==> src/rtl/bounce_pkg.sv <==
// Shared types and constants for the bouncing-ball sprite engine.
package bounce_pkg;
  localparam logic [5:0] COLOR_HEART    = 6'b11_00_00;
  localparam logic [5:0] COLOR_RING     = 6'b10_00_00;
  localparam logic [7:0] PULSE_MIN_R2   = 8'd9;
  localparam logic [7:0] PULSE_LO       = 8'd20;
  localparam logic [7:0] PULSE_HI       = 8'd200;
  localparam logic [7:0] PULSE_STEP     = 8'd10;
  localparam logic [7:0] HEART_R2_FIXED = 8'd144;

  // y and vel hold two's-complement values; signedness is applied where used
  typedef struct packed {
    logic [11:0] xq;
    logic        dir;
    logic [11:0] y;
    logic [7:0]  vel;
  } ball_state_t;

  typedef enum logic [1:0] {S_IDLE, S_UPDATE, S_COMMIT} upd_state_t;

  function automatic ball_state_t ball_reset(input int i, input int spacing);
    ball_state_t s;
    s.xq  = 12'(i * spacing * 4);
    s.dir = ((i % 2) == 0);
    s.y   = '0;
    s.vel = 8'(21 - 2 * i);
    return s;
  endfunction
endpackage

==> src/rtl/bounce_sprites_if.sv <==
// Pixel-position / frame-tick inputs and sprite outputs of the ball engine.
interface bounce_sprites_if;
  logic [9:0] i_hpos;
  logic [9:0] i_vpos;
  logic       i_frame_end;
  logic       o_hit;
  logic [5:0] o_color;
  logic       o_busy;

  modport master (output i_hpos, i_vpos, i_frame_end, input o_hit, o_color, o_busy);
  modport slave  (input i_hpos, i_vpos, i_frame_end, output o_hit, o_color, o_busy);
endinterface

==> src/rtl/ball_physics.sv <==
// Combinational one-frame physics step for a single ball.
module ball_physics
  import bounce_pkg::*;
#(
  parameter int H_RES      = 640,
  parameter int SIZE       = 32,
  parameter int SPEED_X    = 9,
  parameter int BOUNCE_VEL = 19
) (
  input  ball_state_t cur,
  input  logic        ball_odd,
  output ball_state_t nxt
);
  logic [9:0]        px;
  logic signed [12:0] y13, nv13;
  logic              landing;

  assign px      = cur.xq[11:2];
  assign y13     = {cur.y[11], cur.y};
  assign nv13    = 13'd0 - {{5{cur.vel[7]}}, cur.vel};
  assign landing = cur.vel[7] && !cur.y[11] && (y13 <= nv13);

  always_comb begin
    nxt = cur;
    if (px >= 10'(H_RES - SIZE)) nxt.dir = 1'b0;
    else if (px == '0)           nxt.dir = 1'b1;
    // step follows the pre-update direction
    nxt.xq = cur.dir ? cur.xq + 12'(SPEED_X) : cur.xq - 12'(SPEED_X);
    if (landing) begin
      nxt.y   = '0;
      nxt.vel = 8'(BOUNCE_VEL) + {6'd0, px[1:0]} + {7'd0, ball_odd};
    end else begin
      nxt.y   = cur.y + {{4{cur.vel[7]}}, cur.vel};
      nxt.vel = cur.vel - 8'd1;
    end
  end
endmodule

==> src/rtl/bounce_sprites.sv <==
// Multi-ball sprite engine: serial per-frame physics update plus disc renderer.
// BOUNCE_PULSE_EN enables the animated heart radius; otherwise it is fixed.
module bounce_sprites
  import bounce_pkg::*;
#(
  parameter int NUM_BALLS  = 4,
  parameter int H_RES      = 640,
  parameter int GROUND_Y   = 384,
  parameter int SIZE       = 32,
  parameter int SPEED_X    = 9,
  parameter int BOUNCE_VEL = 19,
  parameter int RING_R2    = 241
) (
  input logic            clk,
  input logic            reset,
  bounce_sprites_if.slave bus
);
  localparam int KW      = (NUM_BALLS > 1) ? $clog2(NUM_BALLS) : 1;
  localparam int SPACING = H_RES / NUM_BALLS;
  localparam int HALF    = SIZE / 2;

  ball_state_t ball  [NUM_BALLS];
  logic [9:0]  sh_px [NUM_BALLS];
  logic [10:0] sh_y  [NUM_BALLS];
  upd_state_t  state;
  logic [KW-1:0] k;
  logic        busy;
  ball_state_t phys_cur, phys_nxt;
  logic [7:0]  heart_r2;

`ifdef BOUNCE_PULSE_EN
  logic heart_grow;
`else
  assign heart_r2 = HEART_R2_FIXED;
`endif

  assign phys_cur   = ball[k];
  assign bus.o_busy = busy;

  ball_physics #(
    .H_RES(H_RES), .SIZE(SIZE), .SPEED_X(SPEED_X), .BOUNCE_VEL(BOUNCE_VEL)
  ) u_phys (
    .cur(phys_cur), .ball_odd(k[0]), .nxt(phys_nxt)
  );

  always_ff @(posedge clk or posedge reset) begin
    if (reset) begin
      for (int i = 0; i < NUM_BALLS; i++) begin
        ball[i]  <= ball_reset(i, SPACING);
        sh_px[i] <= 10'(i * SPACING);
        sh_y[i]  <= '0;
      end
      state <= S_IDLE;
      k     <= '0;
      busy  <= 1'b0;
`ifdef BOUNCE_PULSE_EN
      heart_r2   <= PULSE_MIN_R2;
      heart_grow <= 1'b1;
`endif
    end else begin
      case (state)
        S_IDLE: if (bus.i_frame_end) begin
          state <= S_UPDATE;
          k     <= '0;
          busy  <= 1'b1;
        end
        S_UPDATE: begin
          ball[k] <= phys_nxt;
          if (k == KW'(NUM_BALLS - 1)) state <= S_COMMIT;
          else                          k     <= k + KW'(1);
        end
        S_COMMIT: begin
          for (int i = 0; i < NUM_BALLS; i++) begin
            sh_px[i] <= ball[i].xq[11:2];
            sh_y[i]  <= ball[i].y[10:0];
          end
`ifdef BOUNCE_PULSE_EN
          if (heart_grow) begin
            if (heart_r2 >= PULSE_HI) heart_grow <= 1'b0;
            else                      heart_r2   <= heart_r2 + PULSE_STEP;
          end else begin
            if (heart_r2 < PULSE_LO)  heart_grow <= 1'b1;
            else                      heart_r2   <= heart_r2 - PULSE_STEP;
          end
`endif
          state <= S_IDLE;
          busy  <= 1'b0;
        end
        default: state <= S_IDLE;
      endcase
    end
  end

  // Per-ball hit test against the shadow copy, all math at 11 bits
  logic [NUM_BALLS-1:0]      b_hit;
  logic [NUM_BALLS-1:0][5:0] b_col;
  logic [10:0] h11, v11;
  assign h11 = {1'b0, bus.i_hpos};
  assign v11 = {1'b0, bus.i_vpos};

  for (genvar g = 0; g < NUM_BALLS; g++) begin : g_ball
    logic [10:0] left, right, bot, top, dx2, dy2, d2;
    logic signed [4:0]  dx, dy;
    logic signed [10:0] dxe, dye;
    logic in_box, hit;
    logic [5:0] col;

    assign left   = {1'b0, sh_px[g]};
    assign right  = left + 11'(SIZE);
    assign bot    = 11'(GROUND_Y) - sh_y[g];
    assign top    = bot - 11'(SIZE);
    assign in_box = (h11 >= left) && (h11 < right) && (v11 >= top) && (v11 < bot);
    assign dx     = 5'(h11 - left - 11'(HALF));
    assign dy     = 5'(v11 - top - 11'(HALF));
    assign dxe    = 11'(dx);
    assign dye    = 11'(dy);
    assign dx2    = 11'(dxe * dxe);
    assign dy2    = 11'(dye * dye);
    assign d2     = dx2 + dy2;

    always_comb begin
      hit = 1'b0;
      col = '0;
      if (in_box) begin
        if (d2 < {3'd0, heart_r2}) begin
          hit = 1'b1; col = COLOR_HEART;
        end else if (d2 < 11'(RING_R2)) begin
          hit = 1'b1; col = COLOR_RING;
        end
      end
    end
    assign b_hit[g] = hit;
    assign b_col[g] = col;
  end

  logic       hit_n;
  logic [5:0] col_n;
  always_comb begin
    hit_n = 1'b0;
    col_n = '0;
    for (int i = NUM_BALLS - 1; i >= 0; i--)
      if (b_hit[i]) begin
        hit_n = 1'b1;
        col_n = b_col[i];
      end
  end

  always_ff @(posedge clk or posedge reset) begin
    if (reset) begin
      bus.o_hit   <= 1'b0;
      bus.o_color <= '0;
    end else begin
      bus.o_hit   <= hit_n;
      bus.o_color <= col_n;
    end
  end
endmodule

==> src/flat_wrapper.sv <==
// flat-port wrapper written by rule: the top's interface ports become plain ports
module bounce_sprites_flat import bounce_pkg::*;
#(
  parameter int NUM_BALLS  = 4,
  parameter int H_RES      = 640,
  parameter int GROUND_Y   = 384,
  parameter int SIZE       = 32,
  parameter int SPEED_X    = 9,
  parameter int BOUNCE_VEL = 19,
  parameter int RING_R2    = 241
)
  (clk, reset, bus_i_hpos, bus_i_vpos, bus_i_frame_end, bus_o_hit, bus_o_color, bus_o_busy);
  bounce_sprites_if bus_i ();
  input logic clk;
  input logic reset;
  input wire logic [$bits(bus_i.i_hpos)-1:0] bus_i_hpos;
  input wire logic [$bits(bus_i.i_vpos)-1:0] bus_i_vpos;
  input wire logic [$bits(bus_i.i_frame_end)-1:0] bus_i_frame_end;
  output wire logic [$bits(bus_i.o_hit)-1:0] bus_o_hit;
  output wire logic [$bits(bus_i.o_color)-1:0] bus_o_color;
  output wire logic [$bits(bus_i.o_busy)-1:0] bus_o_busy;
  assign bus_i.i_hpos = bus_i_hpos;
  assign bus_i.i_vpos = bus_i_vpos;
  assign bus_i.i_frame_end = bus_i_frame_end;
  assign bus_o_hit = bus_i.o_hit;
  assign bus_o_color = bus_i.o_color;
  assign bus_o_busy = bus_i.o_busy;
  bounce_sprites #(.NUM_BALLS(NUM_BALLS), .H_RES(H_RES), .GROUND_Y(GROUND_Y), .SIZE(SIZE), .SPEED_X(SPEED_X), .BOUNCE_VEL(BOUNCE_VEL), .RING_R2(RING_R2)) u_core (.clk(clk), .reset(reset), .bus(bus_i));
endmodule
==> config.mk <==
export PLATFORM = sky130hd
export DESIGN_NAME = bounce_sprites_flat
export DESIGN_NICKNAME = d
export VERILOG_FILES = /design/src/rtl/bounce_pkg.sv /design/src/rtl/bounce_sprites_if.sv /design/src/rtl/ball_physics.sv /design/src/rtl/bounce_sprites.sv /design/src/flat_wrapper.sv
export SDC_FILE = /design/constraint.sdc
export NUM_CORES = 1
export LEC_CHECK = 0
export ABC_AREA = 1
export CAP_MARGIN = 20
export CORE_ASPECT_RATIO = 1.25
export CORE_UTILIZATION = 59
export CTS_CLUSTER_DIAMETER = 80
export DETAILED_ROUTE_END_ITERATION = 8
export PLACE_DENSITY = 0.79
export SLEW_MARGIN = 30
export SYNTH_ARGS = -nofsm -noshare
export SYNTH_HDL_FRONTEND = slang
export SYNTH_SLANG_ARGS = --single-unit
export TNS_END_PERCENT = 5
==> constraint.sdc <==
create_clock -name clk -period 6.5 [get_ports clk]
set_clock_uncertainty 0.05 [all_clocks]
set_input_delay 0.975 -clock clk [delete_from_list [all_inputs] [get_ports clk]]
set_output_delay 0.975 -clock clk [all_outputs]
set_load 0.01 [all_outputs]
**Word level (Yosys, flattened, before mapping)**

Cells that the tools add are included.
Widths: inputs -> output; s select.

- Memories kept: 0
- Output and inout bits: 8
- Latch bits: 0
- Bits in writable memories: 0
- Logic and storage cells: 185
- Memory bits (read-only): 0
- Register bits: 228
- Bits of input ports: 23

- Equality and inequality tests: 6
- Multiplexer cells: 50
- Bitwise gates (word level): 1
- $add $sub $neg: 40
- Div/mod/pow operators: 0
- Order comparisons: 28
- Shifts and indexed selects: 0
- Reduce and logical (&&, ||, !) cells: 23
- Multiply operators: 8

Operators with widths:

| kind | count |
|---|---|
| $bwmux 132 | 1 |
| $mux 33 | 3 |
| $mux 6 | 16 |
| $lt 10x11->1 | 8 |
| $lt 11x8->1 const B | 8 |
| $mul 5x5->10 | 8 |
| $bmux 33 s2 | 1 |
| $demux 33 s2 | 1 |
| $add 10x6->11 const B | 4 |
| $add 11x11->11 | 4 |
| $ge 10x11->1 | 4 |
| $sub 11x6->11 const B | 4 |
| $sub 9x11->11 const A | 4 |
| $ge 10x10->1 | 4 |
| $sub 5x5->5 | 8 |
| $sub 5x5->5 const B | 8 |
| $mux 20 | 1 |
| $mux 1 | 19 |
| $logic_and 1x1->1 | 15 |
| $add 12x12->12 | 1 |
| $add 12x4->12 const B | 1 |
| $le 12x9->1 | 1 |
| $mux 12 | 1 |
| $sub 12x4->12 const B | 1 |
| other kinds (22) | 30 |

**Logic depth before layout (Yosys ltp)**

Gate-level depths: netlist of the first run.

- Word-level depth: 14
- Gate-level depth with buffers: 42
- Depth with buffers taken out: 42

**By module**

From an unflattened synthesis of the first run, not the netlist that was laid out.

- Cell total of the unflattened synthesis: 3141
- Area, all modules: 24244.5 um2

By module, submodules not included:

| module | instances | cells an instance | area each (um2) |
|---|---|---|---|
| bounce_sprites | 1 | 2860 | 22557.9 |
| ball_physics | 1 | 281 | 1686.6 |

**Worst setup path after synthesis of the first run**

No wires, ideal clock.

- Kind: input to register
- Start: input bus_i_hpos[2]
- End: register u_core.bus.o_color[4]
- Path buffers: 0
- Setup slack: -0.127 ns
- Cell stages on the path: 35
- Setup time: 0.117 ns
- Arrival time: 6.461 ns
- Cells stage by stage: ha_1 > fa_1 > a21oi_1 > nand2_1 > xor2_1 > inv_1 > nand2_1 > fa_1 > inv_1 > fa_1 > inv_1 > fa_1 > fa_1 > o21ai_0 > nand2_1 > nand2_1 > a21oi_1 > xor2_1 > ha_1 > nand2_1 > inv_1 > a21oi_1 > nand3_1 > nand2_1 > inv_1 > nor2_1 > o211ai_1 > nor2_1 > nand4_1 > nand2_1 > nand2_1 > nand2_1 > nand2_1 > nand2_1 > nand2_1

- Cells in the longest elaborated chain, start to end: 12
- Elaborated cells between the ends (all ways): 68

RTL lines:

| what | RTL line | text |
|---|---|---|
| from (decl) | flat_wrapper.sv:16 | `input wire logic [$bits(bus_i.i_hpos)-1:0] bus_i_hpos;` |
| $sub 5x5->5 (2 in series) | bounce_sprites.sv:113 | `assign dx = 5'(h11 - left - 11'(HALF));` |
| $mul 5x5->10 | bounce_sprites.sv:117 | `assign dx2 = 11'(dxe * dxe);` |
| $add 11x11->11 | bounce_sprites.sv:119 | `assign d2 = dx2 + dy2;` |
| $lt 11x8->1 | bounce_sprites.sv:127 | `end else if (d2 < 11'(RING_R2)) begin` |
| $mux 1 | bounce_sprites.sv:127 |  |
| $mux 1 | bounce_sprites.sv:125 | `if (d2 < {3'd0, heart_r2}) begin` |
| $mux 1 | bounce_sprites.sv:124 | `if (in_box) begin` |
| $mux 6 (3 in series) | bounce_sprites.sv:142 | `if (b_hit[i]) begin` |
| $mux 6 * | bounce_sprites.sv:142 |  |
| named net u_core.col_n[4] | bounce_sprites.sv:137 | `logic [5:0] col_n;` |
| to (signal assigned) | bounce_sprites.sv:154 | `bus.o_color <= col_n;` |
| to (decl) | bounce_sprites_if.sv:11 | `modport slave (input i_hpos, i_vpos, i_frame_end, output o_hit, o_color, o_busy);` |

The timed path passes the listed nets; every way through them passes the cells marked *.
A chain may end at the register's enable or synchronous reset.

**Final worst setup path of the first run**

- Start: input bus_i_vpos[2]
- End: register u_core.bus.o_color[5]

- Cells in the longest elaborated chain, start to end: 12
- Elaborated cells between the ends (all ways): 68

RTL lines:

| what | RTL line | text |
|---|---|---|
| from (decl) | flat_wrapper.sv:17 | `input wire logic [$bits(bus_i.i_vpos)-1:0] bus_i_vpos;` |
| $sub 5x5->5 (2 in series) | bounce_sprites.sv:114 | `assign dy = 5'(v11 - top - 11'(HALF));` |
| $mul 5x5->10 | bounce_sprites.sv:118 | `assign dy2 = 11'(dye * dye);` |
| $add 11x11->11 | bounce_sprites.sv:119 |  |
| $lt 11x8->1 | bounce_sprites.sv:127 |  |
| $mux 6 or $mux 1 (tied branches) | bounce_sprites.sv:127 |  |
| $mux 6 or $mux 1 (tied branches) | bounce_sprites.sv:125 |  |
| $mux 6 or $mux 1 (tied branches) | bounce_sprites.sv:124 |  |
| $mux 6 (3 in series) | bounce_sprites.sv:142 |  |
| $mux 6 * | bounce_sprites.sv:142 |  |
| named net u_core.col_n[5] | bounce_sprites.sv:137 |  |

Marks and branches as above.

==> results of run 1 <==
## cells in the mapped netlist, drive strengths merged, types with 30 or more instances
library cell	count
clkbuf	58
nor2	186
dfrtp	193
fa	134
o21ai	286
nand2	686
xor2	74
nor3	33
ha	345
nand3	126
nand4	37
inv	504
xnor2	66
dfstp	30
a21oi	134
## routing by layer
layer | share of wire (%) | wire (um) | global-route usage, %
met3 | 3.8 | 2350 | 2.89
met4 | 4.6 | 2870 | 14.1
met5 | 0 | 0 | 0
met1 | 39 | 24400 | 34.4
met2 | 53 | 32900 | 57.8
## area by class of cell
cell class	count	area, um^2	area share (%)
clock buffers	26	607	2.14
flip-flops and latches	223	5620	19.8
clock inverters	16	164	0.577
well taps	498	623	2.19
multi-input cells	2251	16800	59.3
repair buffers	340	2650	9.32
inverters	505	1900	6.69
## flip-flops by register name, summed over array words and instances (netlist names)
name,cells
u_core.ball,132
u_core.sh_y,44
u_core.g_ball.left,40
u_core.bus.o_color,2
u_core.k,2
u_core.state,2
u_core.bus.o_busy,1
## logic make-up after synthesis
kind of cell | synth area share, %
AOI/OAI and AO/OA | 12.1
buffers and inverters | 9.48
DFF | 23.7
adders and majority gates | 29.6
and+or+nand+nor | 19.8
other | 0.0158
xor gates and xnor gates | 5.31
## path summary, 6_finish.rpt
path / from / to / slack, ns / depth (start not counted)
min reg2reg: u_core.ball[37]$_DFFE_PP1P_ / u_core.ball[37]$_DFFE_PP1P_ / 0.42 / 2
max reg2reg: u_core.sh_y[34]$_DFFE_PP0P_ / u_core.bus.o_color[5]$_DFF_PP0_ / -0.02 / 32
max in group asynchronous: reset / u_core.g_ball[0].left[2]$_DFFE_PP0P_ / 4.70 / 3
max: bus_i_vpos[2] / u_core.bus.o_color[5]$_DFF_PP0_ / -0.06 / 31
min: u_core.ball[37]$_DFFE_PP1P_ / u_core.ball[37]$_DFFE_PP1P_ / 0.42 / 2
min in group asynchronous: reset / u_core.sh_y[16]$_DFFE_PP0P_ / 0.96 / 3
## through the flow
step / setup TNS, ns / util [%] / cell area (um^2)
detailed placement: -2.48 / 67.2 / 26400
CTS: 0 / 70.7 / 27800
global route: -0.582 / 72.3 / 28400
floorplan: -0.170 / - / 23700
finish: -0.111 / 72.3 / 28400
global placement: -1.98 / 67.2 / 26400
## critical path: cells and delay by family
| family | cells | cell delay [ns] |
|---|---|---|
| AOI/OAI and AO/OA | 5 | 0.92 |
| buffers and inverters | 8 | 1.14 |
| adders and majority gates | 6 | 2.54 |
| xor gates and xnor gates | 2 | 0.39 |
| and+or+nand+nor | 10 | 1.00 |
## repair_timing
item,in CTS,in global routing
endpoints found under the setup margin,2,2
pin swaps,79,92
resized for setup,131,122
cloned,0,0
buffers inserted,16,11
==> results by stage, run 1 <==
Run status:
- The run finished, with violations left.
- The final reports fail on setup timing.

Cells and area:
- The count of non-filler cells in the finished layout is roughly 3900.
- The number of antenna diodes in the final layout is 0.
- Leaving out fill and tap cells, the most frequent cell in the layout is sky130_fd_sc_hd__nand2_1.
- For this run, the post-layout net count is 3846.
- The fill cell instance count of the final layout is between 2000 and 3000.
- The layout overhead on the synthesized area is 20.0%.
- The layout cell share with drive strength beyond 1 is 19.0%.
- The library cells used most frequently in the layout, excluding fill and tap cells, are 664 x sky130_fd_sc_hd__nand2_1, 473 x sky130_fd_sc_hd__inv_1, 308 x sky130_fd_sc_hd__buf_4, 303 x sky130_fd_sc_hd__ha_1, 252 x sky130_fd_sc_hd__o21ai_0.

Timing:
- The number of pins with negative max-slew slack in the final report is 0.
- Setup repair after global routing could not meet its margin everywhere.
- The count of endpoints failing hold in the final timing report is 0.
- The worst pin sits at a relative slew slack of between 40% and 50%.
- The smallest clock period supported by the final layout is computed as 6.56 ns.
- The final clock period utilization by the worst path is 101%.
- Hold is met by 0.424 ns.
- Based on the critical path, the design can be clocked at up to 153 MHz.
- Once routing completed, OpenROAD measured the worst setup slack at -0.0561 ns.
- At the pin with the least slew margin, the transition time is between 0.8 and 0.9 ns.
- The number of failing setup endpoints in the final timing report is 2.

Route:
- The final layout contains routed wiring with a total length of between 60 and 70 mm.
- The first routing iteration left roughly 1300 violations.
- The total iterations of the first detailed-routing run is 5.
- In the final routed layout, each cell accounts on average for 16.2 um.
- The ratio of routed vias to standard cells is ~5.5.
- The detail route stage leaves a number of antenna-violating nets equal to 0.
- The total via count after detailed routing is roughly 21000.
- The final routed DRC violation total is 0.

Floorplan:
- The width of the die is 181 um.
- The number of cell rows is around 80.
- The boundary pin count is 31.
- The floorplan step defined a core boundary enclosing roughly 0.039 mm^2.
- The die area is 0.0409 mm^2.
- The vertical extent of the die is 226 um.
- Once the floorplan was initialized, standard cells occupied ~60% of the core.

Yosys:
- For this run, the number of Yosys warnings is 0.
- In this run the cell area of the synthesized design comes to approximately 0.024 mm^2.
- The biggest area consumer among synthesized cells is sky130_fd_sc_hd__dfrtp_1.
- The average footprint of a synthesized cell is a little under 8 um^2.
- Yosys mapped a number of flops with a built-in enable equal to 0.
- After synthesis the netlist holds a flip-flop and latch count of 223.
- After synthesis, the netlist uses 59 different library cells.
- The area share of the leading cell type in the synthesized netlist is around a fifth.
- For this run, asynchronously set or reset flops after synthesis account for 100%.
- Ranked by total cell area, the synthesized netlist is headed by sky130_fd_sc_hd__dfrtp_1 20%, sky130_fd_sc_hd__ha_1 18%, sky130_fd_sc_hd__fa_1 11%.
- The sequential area share after synthesis is about a quarter.
- The main flop type after synthesis is sky130_fd_sc_hd__dfrtp_1.
- After technology mapping, the gate count stands at 3053.

Placement:
- Summed over all nets, the half-perimeter wirelength after detailed placement is 47.7 mm.
- Counting tap cells, the placed design contains a total of ~3800 instances.
- The congestion estimate from routability-driven global placement came to around 0.93.
- The setup slack at placement is -1.28 ns.
- The number of input and output port buffers inserted is 26.

Worst setup path:
- STA puts the critical path data required time at about 7 ns.
- STA classifies the critical path startpoint as a primary input.
- The worst setup path is of the primary input to register kind.
- The delay of the slowest critical-path stage is between 0.5 and 0.6 ns.
- The critical path endpoint category is a register.
- For this design, the slowest cell found on the critical path is sky130_fd_sc_hd__fa_1.
- Along the worst path, the maximum fanout reaches 6.
- The data arrival time of the critical path is between 6 and 7 ns.

Clock tree:
- The clock drives 223 sinks.
- Clock tree synthesis inserted a total of 23 buffers.
- The tree is rooted in a sky130_fd_sc_hd__clkbuf_16.
- The clock latency at the later pin of the worst-skew pair is between 0.5 and 0.6 ns.
- The level count of the clock H-tree is 1.
- The maximum number of buffers from clock root to sink is 3.
- The clock-pin slew of the registers on the worst-case setup and hold paths is 0.06 ns.
- The CTS tree is done.
- After clock tree synthesis, the flow added hold-fix buffers numbering 0.

Global routing:
- The via count of the first global-routing pass is about 22000.
- The residual overflow from global routing is 0.
- The number of antenna violations at the first check in global routing was 0.
- Entering global routing, the biggest net connects ~160 pins.
- The wire length of the first global-routing pass is slightly above 100 mm.
- In the global route stage, overall resource usage came out at between 30 and 40%.

Worst hold path:
- In this run the worst hold path is classified as register to register.

Run:
- Max-cap violations in this run came to 0.
Power of run 1 is not shown: default switching activity piles up to over one toggle a cycle in this logic, so the estimate is an artifact.
==> run 2: changes to the inputs <==
--- a/config.mk
+++ b/config.mk
@@ -6,12 +6,12 @@
 export NUM_CORES = 1
 export LEC_CHECK = 0
 export ABC_AREA = 1
-export CAP_MARGIN = 20
 export CORE_ASPECT_RATIO = 1.25
 export CORE_UTILIZATION = 59
 export CTS_CLUSTER_DIAMETER = 80
 export DETAILED_ROUTE_END_ITERATION = 8
 export PLACE_DENSITY = 0.79
+export REMOVE_ABC_BUFFERS = 1
 export SLEW_MARGIN = 30
 export SYNTH_ARGS = -nofsm -noshare
 export SYNTH_HDL_FRONTEND = slang
==> results by stage, run 2 (synthesis results as in run 1) <==
Clock tree:
- The level count of the clock H-tree is 1 (unchanged).
- The clock latency at the later pin of the worst-skew pair came to 0.54 ns (about the same).
- TritonCTS built the clock tree.
- The clock-pin slew of the registers on the worst-case setup and hold paths is 0.06 ns (about the same).
- The clock sink count is 223 (unchanged).
- The cell at the root of the clock tree is sky130_fd_sc_hd__clkbuf_16.
- The number of buffers inserted during clock tree synthesis is 23 (unchanged).
- The maximum number of buffers from clock root to sink came to 3 (unchanged).

Worst setup path:
- The cell count of the worst reg-to-reg path is 31 (-3.1%).
- STA classifies the critical path startpoint as a primary input.
- The largest driver fanout on the critical path is 6 (unchanged).
- The critical path is of the primary input to register type.
- The endpoint of the worst register-to-register path is u_core.bus.o_color[4]$_DFF_PP0_.
- The cell type of the slowest stage on the worst timing path is sky130_fd_sc_hd__fa_1.
- The startpoint of the most critical register-to-register path is u_core.sh_y[34]$_DFFE_PP0P_.
- The data arrival time of the critical path is 6.99 ns (about the same).
- STA classifies the critical path endpoint as a register.
- The setup slack of the worst register-to-register path was -0.05 ns (-0.03 ns).
- The required time of the critical path is 6.91 ns (-0.02 ns).
- The delay of the slowest critical-path stage is 0.56 ns (about the same).
- The cell type with the highest occurrence count on the critical path is sky130_fd_sc_hd__nand2_1.

Global routing:
- The via count of the first global-routing pass is 21800 (-0.85%).
- The number of antenna violations at the first check in global routing is 0 (unchanged).
- The combined global-route utilization of all metal layers is 30.2% (-0.28 points).
- The wire length of the first global-routing pass is 101 mm (-0.83%).
- The residual overflow from global routing came to 0 (unchanged).
- The maximum number of pins on one net before global-route repair is 120 (-23%).

Route:
- The detailed router's first-iteration violation count is 1390 (+10%).
- The overall routed net length is 62.6 mm (about the same).
- The total via count after detailed routing is 21500 (+0.41%).
- The ratio of routed vias to standard cells was 5.59 (+0.86%).
- The total iterations of the first detailed-routing run is 6 (+1).
- The wire length per cell is 16.3 um (+0.49%).
- The post-detailed-route count of antenna-violating nets is 0 (unchanged).
- The final routed DRC violation total is 0 (unchanged).

Floorplan:
- The number of cell rows is 81 (unchanged).
- The initial core utilization came to 60.2% (unchanged).
- The die area was 0.0409 mm^2 (unchanged).
- The standard cell core area is 0.0393 mm^2 (unchanged).
- The width of the die is 181 um (unchanged).
- The vertical extent of the die is 226 um (unchanged).
- The boundary pin count is 31 (unchanged).

Cells and area:
- The flip-flop count of the largest register, all copies and words added is 132 (unchanged).
- The layout cell share with drive strength beyond 1 is 18.0% (-0.95 points).
- The fill cell instance count of the final layout is 2836 (-4.0%).
- The antenna diode count was 0 (unchanged).
- The final design instance area without fill was 0.0282 mm^2 (-0.76%).
- The register with the highest flop count is u_core.ball.
- The layout overhead on the synthesized area is 19.1%.
- In the layout the commonest cells are 662 x sky130_fd_sc_hd__nand2_1, 472 x sky130_fd_sc_hd__inv_1, 309 x sky130_fd_sc_hd__ha_1, 288 x sky130_fd_sc_hd__buf_4, 253 x sky130_fd_sc_hd__o21ai_0.
- The most common cell after layout, fill and taps aside is sky130_fd_sc_hd__nand2_1.
- The net count reported at finish was 3830 (-0.42%).

Placement:
- The number of input and output port buffers inserted is 26 (unchanged).
- The final RePlAce weighted congestion came to 0.970 (+4.6%).
- The area after detailed placement is 0.0263 mm^2 (-0.37%).
- The placed wire-length estimate after detailed placement is 47.4 mm (-0.64%).

Timing:
- The number of pins with negative max-slew slack in the final report is 0 (unchanged).
- The minimum hold slack was 0.427 ns (+0.00222 ns).
- Setup repair after global routing could not meet its margin everywhere.
- The final clock period utilization by the worst path came to 101% (+0.26 points).
- The number of failing setup endpoints in the final timing report is 1 (-1).
- The summed negative setup slack over all endpoints was -0.0727 ns (+0.0380 ns).
- The count of endpoints failing hold in the final timing report is 0 (unchanged).
- The top achievable clock speed is 152 MHz (-0.25%).
- The worst slew margin relative to its limit is 39.5% (-0.61 points).
- The minimum setup slack in the final design is -0.0727 ns (-0.0166 ns).
- The time the worst path needs with I/O delays and setup is 6.57 ns (+0.0166 ns).
- The slew at the pin closest to its max-slew limit is 0.908 ns (+0.00921 ns).

Worst hold path:
- The startpoint identified for the worst hold timing path is u_core.ball[53]$_DFFE_PP1P_.
- The min-delay analysis places its worst path in the category register to register.
- The worst hold path cell count is 2 (unchanged).
- The path with the worst hold slack has its endpoint at u_core.ball[53]$_DFFE_PP1P_.

Run:
- The count of maximum capacitance violations came to 0 (unchanged).

Run status:
- The checks that failed: setup timing.
- The run finished, with violations left.
## run 2: cell count changes in the layout (fill, tap and decap cells not counted), sizes merged
cell and delta:
buf -17, clkbuf +4, clkinv -2, clkinvlp -2, dlygate4sd2 -2, clkdlybuf4s50 +1, dlymetal6s2s +1
## run 2: critical path: cells and delay by family
kind | cells | cell delay, ns
AOI/OAI and AO/OA | 5 | 0.71
xor gates and xnor gates | 3 | 0.51
adders and majority gates | 7 | 2.92
buffers and inverters | 8 | 0.81
and+or+nand+nor | 14 | 1.05
## run 2: stage by stage
| step | setup WS (ns) | cells | utilization [%] |
|---|---|---|---|
| after CTS | 0.000257 | 3832 | 70.4 |
| after floorplan | -0.581 | 2979 | - |
| after global routing | -0.389 | 3842 | 71.7 |
| after detailed placement | -1.12 | 3777 | 67.0 |
| final | -0.0727 | 3842 | 71.7 |
| after global placement | -0.912 | 3777 | 66.9 |
## run 2: worst max path at each step
| stage | depth (start not counted) | from | end | slack (ns) |
|---|---|---|---|---|
| after floorplan | 1 | reset | u_core.ball[100]$_DFFE_PP0P_ | -0.58 |
| final | 37 | bus_i_hpos[1] | u_core.bus.o_color[4]$_DFF_PP0_ | -0.07 |
| after CTS | 36 | bus_i_hpos[0] | u_core.bus.o_color[4]$_DFF_PP0_ | 0.0003 |
| after detailed placement | 36 | bus_i_hpos[2] | u_core.bus.o_color[4]$_DFF_PP0_ | -1.12 |
| after global routing | 35 | u_core.sh_y[34]$_DFFE_PP0P_ | u_core.bus.o_color[4]$_DFF_PP0_ | -0.39 |
| after global placement | 36 | bus_i_hpos[2] | u_core.bus.o_color[4]$_DFF_PP0_ | -0.91 |
## run 2: repair_timing
| item | in CTS | in global routing |
|---|---|---|
| hold endpoints to repair | 0 | 0 |
| hold buffers | 0 | 0 |
| resized for setup | 122 | 111 |
| pin swaps | 68 | 96 |
| endpoints found under the setup margin | 2 | 2 |
| buffers inserted | 14 | 10 |
| gates cloned | 0 | 0 |
## run 2: area by class of cell
cell class	count	area, um^2	area share [%]
Tap cell	498	623	2.21
Sequential cell	223	5620	19.9
Inverter	505	1900	6.75
Clock inverter	12	138	0.488
Timing Repair Buffer	324	2530	8.96
Multi-Input combinational cell	2251	16700	59.4
Clock buffer	29	638	2.26
## run 2: metal layers
layer	routed length, um	global-route usage [%]	up-vias
li1	-	-	10400
met1	24300	33.7	10300
met2	33000	57.1	586
met3	2430	3.13	187
met4	2910	14.7	0
met5	0	0	-
Power of run 2 is left out for the same reason.
==> run 3: changes to the inputs <==
==> constraint.sdc (replaced) <==
create_clock -name clk -period 5.3 [get_ports clk]
set_clock_uncertainty 0.05 [all_clocks]
set_input_delay 0.795 -clock clk [delete_from_list [all_inputs] [get_ports clk]]
set_output_delay 0.795 -clock clk [all_outputs]
set_load 0.01 [all_outputs]
==> results by stage, run 3 (synthesis results as in run 1) <==
Cells and area:
- The layout cell share with drive strength beyond 1 came to 17.0% (-0.96 points).
- The fill cell instance count of the final layout is 2939 (+3.6%).
- Compared with the post-synthesis result, the final layout area differs by 18.7%.
- The count of non-filler cells in the finished layout is 3895 (+1.4%).
- The top cell types in the final layout, fill and taps aside, are 673 x sky130_fd_sc_hd__nand2_1, 483 x sky130_fd_sc_hd__inv_1, 348 x sky130_fd_sc_hd__buf_4, 330 x sky130_fd_sc_hd__ha_1, 256 x sky130_fd_sc_hd__o21ai_0.
- The register area is 0.00562 mm^2 (about the same).
- The register with the most flip-flops in the final layout is u_core.ball.
- The final standard cell utilization of the core is 71.5% (-0.22 points).
- The flip-flop count of the largest register, all copies and words added was 132 (unchanged).
- The antenna diode count is 0 (unchanged).
- The most common cell after layout, fill and taps aside is sky130_fd_sc_hd__nand2_1.
- The final design instance area without fill is 0.0281 mm^2 (-0.30%).
- The net count reported at finish is 3885 (+1.4%).
- The area of the multi-input gates was 0.0163 mm^2 (-2.8%).

Timing:
- The minimum setup slack in the final design is -1.26 ns (-1.19 ns).
- The slew at the pin closest to its max-slew limit is 0.722 ns (-0.185 ns).
- Setup repair after global routing could not meet its margin everywhere.
- After layout, the worst path uses 124% of the clock period.
- The number of pins with negative max-slew slack in the final report is 0 (unchanged).
- The count of endpoints failing hold in the final timing report is 0 (unchanged).
- Based on the critical path, the design can be clocked at up to 152 MHz.
- The number of failing setup endpoints in the final timing report is 2 (+1).
- The worst slew margin relative to its limit is 51.8% (+12 points).
- Subtracting the final worst setup slack from the clock period gives 6.56 ns.

Global routing:
- The maximum number of pins on one net before global-route repair is 100 (-17%).
- The number of antenna violations at the first check in global routing was 0 (unchanged).
- The residual overflow from global routing is 0 (unchanged).
- The via count of the first global-routing pass came to 22100 (+1.7%).
- The combined global-route utilization of all metal layers is 30.4% (+0.14 points).
- The wire length of the first global-routing pass is 102 mm (+0.63%).

Worst setup path:
- The cell type of the slowest stage on the worst timing path is sky130_fd_sc_hd__fa_2.
- The startpoint identified for the worst register-to-register timing path is u_core.sh_y[34]$_DFFE_PP0P_.
- By instance count, the cell type seen most on the critical path is sky130_fd_sc_hd__inv_1.
- The end point of the critical path is u_core.bus.o_color[4]$_DFF_PP0_.
- The worst setup path is launched from a primary input.
- The setup slack of the worst register-to-register path is -1.20 ns (-1.15 ns).
- The type of the worst setup path is primary input to register.
- Tracing the worst setup path back leads to its startpoint at bus_i_vpos[0].
- The data arrival time of the critical path is 6.96 ns (-0.03 ns).
- The delay of the slowest critical-path stage is 0.53 ns (-0.03 ns).
- The largest driver fanout on the critical path was 3 (-3).
- The endpoint of the worst register-to-register path is u_core.bus.o_color[4]$_DFF_PP0_.
- The required time of the critical path was 5.70 ns (-1.21 ns).
- The cell count of the worst reg-to-reg path is 32 (+3.2%).
- The worst setup path is captured at a register.

Floorplan:
- The width of the die came to 181 um (unchanged).
- The vertical extent of the die is 226 um (unchanged).
- The standard cell core area was 0.0393 mm^2 (unchanged).
- The number of cell rows is 81 (unchanged).
- The die area is 0.0409 mm^2 (unchanged).
- The initial core utilization was 60.2% (unchanged).
- The boundary pin count is 31 (unchanged).

Clock tree:
- The CTS tree is done.
- The clock latency at the later pin of the worst-skew pair is 0.53 ns (about the same).
- The maximum number of buffers from clock root to sink came to 3 (unchanged).
- The cell sitting at the root of the clock tree is a sky130_fd_sc_hd__clkbuf_16.
- The cts-stage hold buffer count is 0 (unchanged).
- The clock sink count was 223 (unchanged).
- The level count of the clock H-tree is 1 (unchanged).
- The clock-pin slew of the registers on the worst-case setup and hold paths is 0.06 ns (about the same).
- The number of buffers inserted during clock tree synthesis was 23 (unchanged).

Route:
- The detailed router's first-iteration violation count is 1411 (+1.5%).
- The total iterations of the first detailed-routing run is 6 (unchanged).
- The total via count after detailed routing is 21500 (+0.24%).
- The wire length per cell is 15.7 um (-3.8%).
- The detailed route wirelength on metal2 is 32.0 mm (-3.0%).
- The met3 wire length is 2.55 mm (+4.7%).
- The final routed DRC violation total is 0 (unchanged).
- The post-detailed-route count of antenna-violating nets was 0 (unchanged).
- The length of routed wiring on met1 came to 23.5 mm (-3.2%).
- The overall routed net length is 61.0 mm (-2.5%).
- The highest metal layer used by the detailed router is met4.
- The ratio of routed vias to standard cells is 5.53 (-1.1%).

Placement:
- The number of placed cells counting well taps came to 3832 (+1.5%).
- The number of input and output port buffers inserted is 26 (unchanged).
- The area after detailed placement was 0.0268 mm^2 (+1.6%).
- The placed wire-length estimate after detailed placement was 48.5 mm (+2.4%).
- The final RePlAce weighted congestion is 0.926 (-4.5%).

Worst hold path:
- The path class of the lowest-slack min-delay path is register to register.

Run status:
- The run finished, with violations left.
- The checks that failed: setup timing.

Run:
- The count of maximum capacitance violations is 0 (unchanged).
==> run 3: cell types whose count changed in the layout (fill, tap and decap cells not counted), moves of 8 or more <==
cell / delta
sky130_fd_sc_hd__buf_4: +60
sky130_fd_sc_hd__nand2_2: -8
sky130_fd_sc_hd__nand2_1: +11
sky130_fd_sc_hd__ha_1: +21
sky130_fd_sc_hd__ha_4: -18
sky130_fd_sc_hd__inv_2: -11
sky130_fd_sc_hd__inv_1: +11
==> run 3: per-layer routing <==
| metal | global-route usage, % | vias up |
|---|---|---|
| met5 | 0 | - |
| met4 | 15.4 | 0 |
| met3 | 2.73 | 188 |
| met2 | 57.5 | 596 |
| met1 | 33.7 | 10200 |
| li1 | - | 10500 |
==> run 3: timing repair <==
| action | in CTS | in global routing |
|---|---|---|
| setup buffers | 18 | 6 |
| resized for setup | 85 | 40 |
| cloned | 0 | 0 |
| endpoints found under the setup margin | 2 | 2 |
| pin swaps | 60 | 44 |
==> run 3: how the worst min path moves through the flow <==
stage                                            from                           to  slack, ns  depth (start not counted)
final                     u_core.ball[70]$_DFFE_PP1P_  u_core.ball[70]$_DFFE_PP1P_       0.43                          2
after global routing      u_core.ball[40]$_DFFE_PP0P_  u_core.ball[40]$_DFFE_PP0P_       0.44                          2
after CTS                 u_core.ball[70]$_DFFE_PP1P_  u_core.ball[70]$_DFFE_PP1P_       0.42                          2
after detailed placement  u_core.ball[70]$_DFFE_PP1P_  u_core.ball[70]$_DFFE_PP1P_       0.41                          2
after global placement    u_core.ball[70]$_DFFE_PP1P_  u_core.ball[70]$_DFFE_PP1P_       0.41                          2
after floorplan           u_core.ball[55]$_DFFE_PP0P_  u_core.ball[55]$_DFFE_PP0P_       0.39                          2
==> run 3: cell type report <==
class | instances | area share, %
Clock buffer | 30 | 2.28
Clock inverter | 9 | 0.325
Inverter | 505 | 6.77
Multi-Input combinational cell | 2251 | 57.9
Sequential cell | 223 | 20.0
Tap cell | 498 | 2.22
Timing Repair Buffer | 379 | 10.5
==> run 3: critical path: cells and delay by family <==
family,cells,cell delay (ns)
adder cells (fa/ha/maj),8,2.94
AND/OR/NAND/NOR,12,1.34
buffers and inverters,10,1.25
AO/OA/AOI/OAI,3,0.43
XOR/XNOR,1,0.18
==> run 3: per-stage QoR <==
stage | hold slack, ns | worst slack (ns) | setup TNS, ns
3_3_place_gp | 0.406 | -1.93 | -3.80
5_1_grt | 0.441 | -1.55 | -3.06
2_1_floorplan | 0.394 | -1.60 | -311.29
4_1_cts | 0.424 | -1.14 | -2.28
3_5_place_dp | 0.413 | -2.30 | -4.50
6_report | 0.426 | -1.26 | -2.41
Power of run 3 is left out for the same reason.
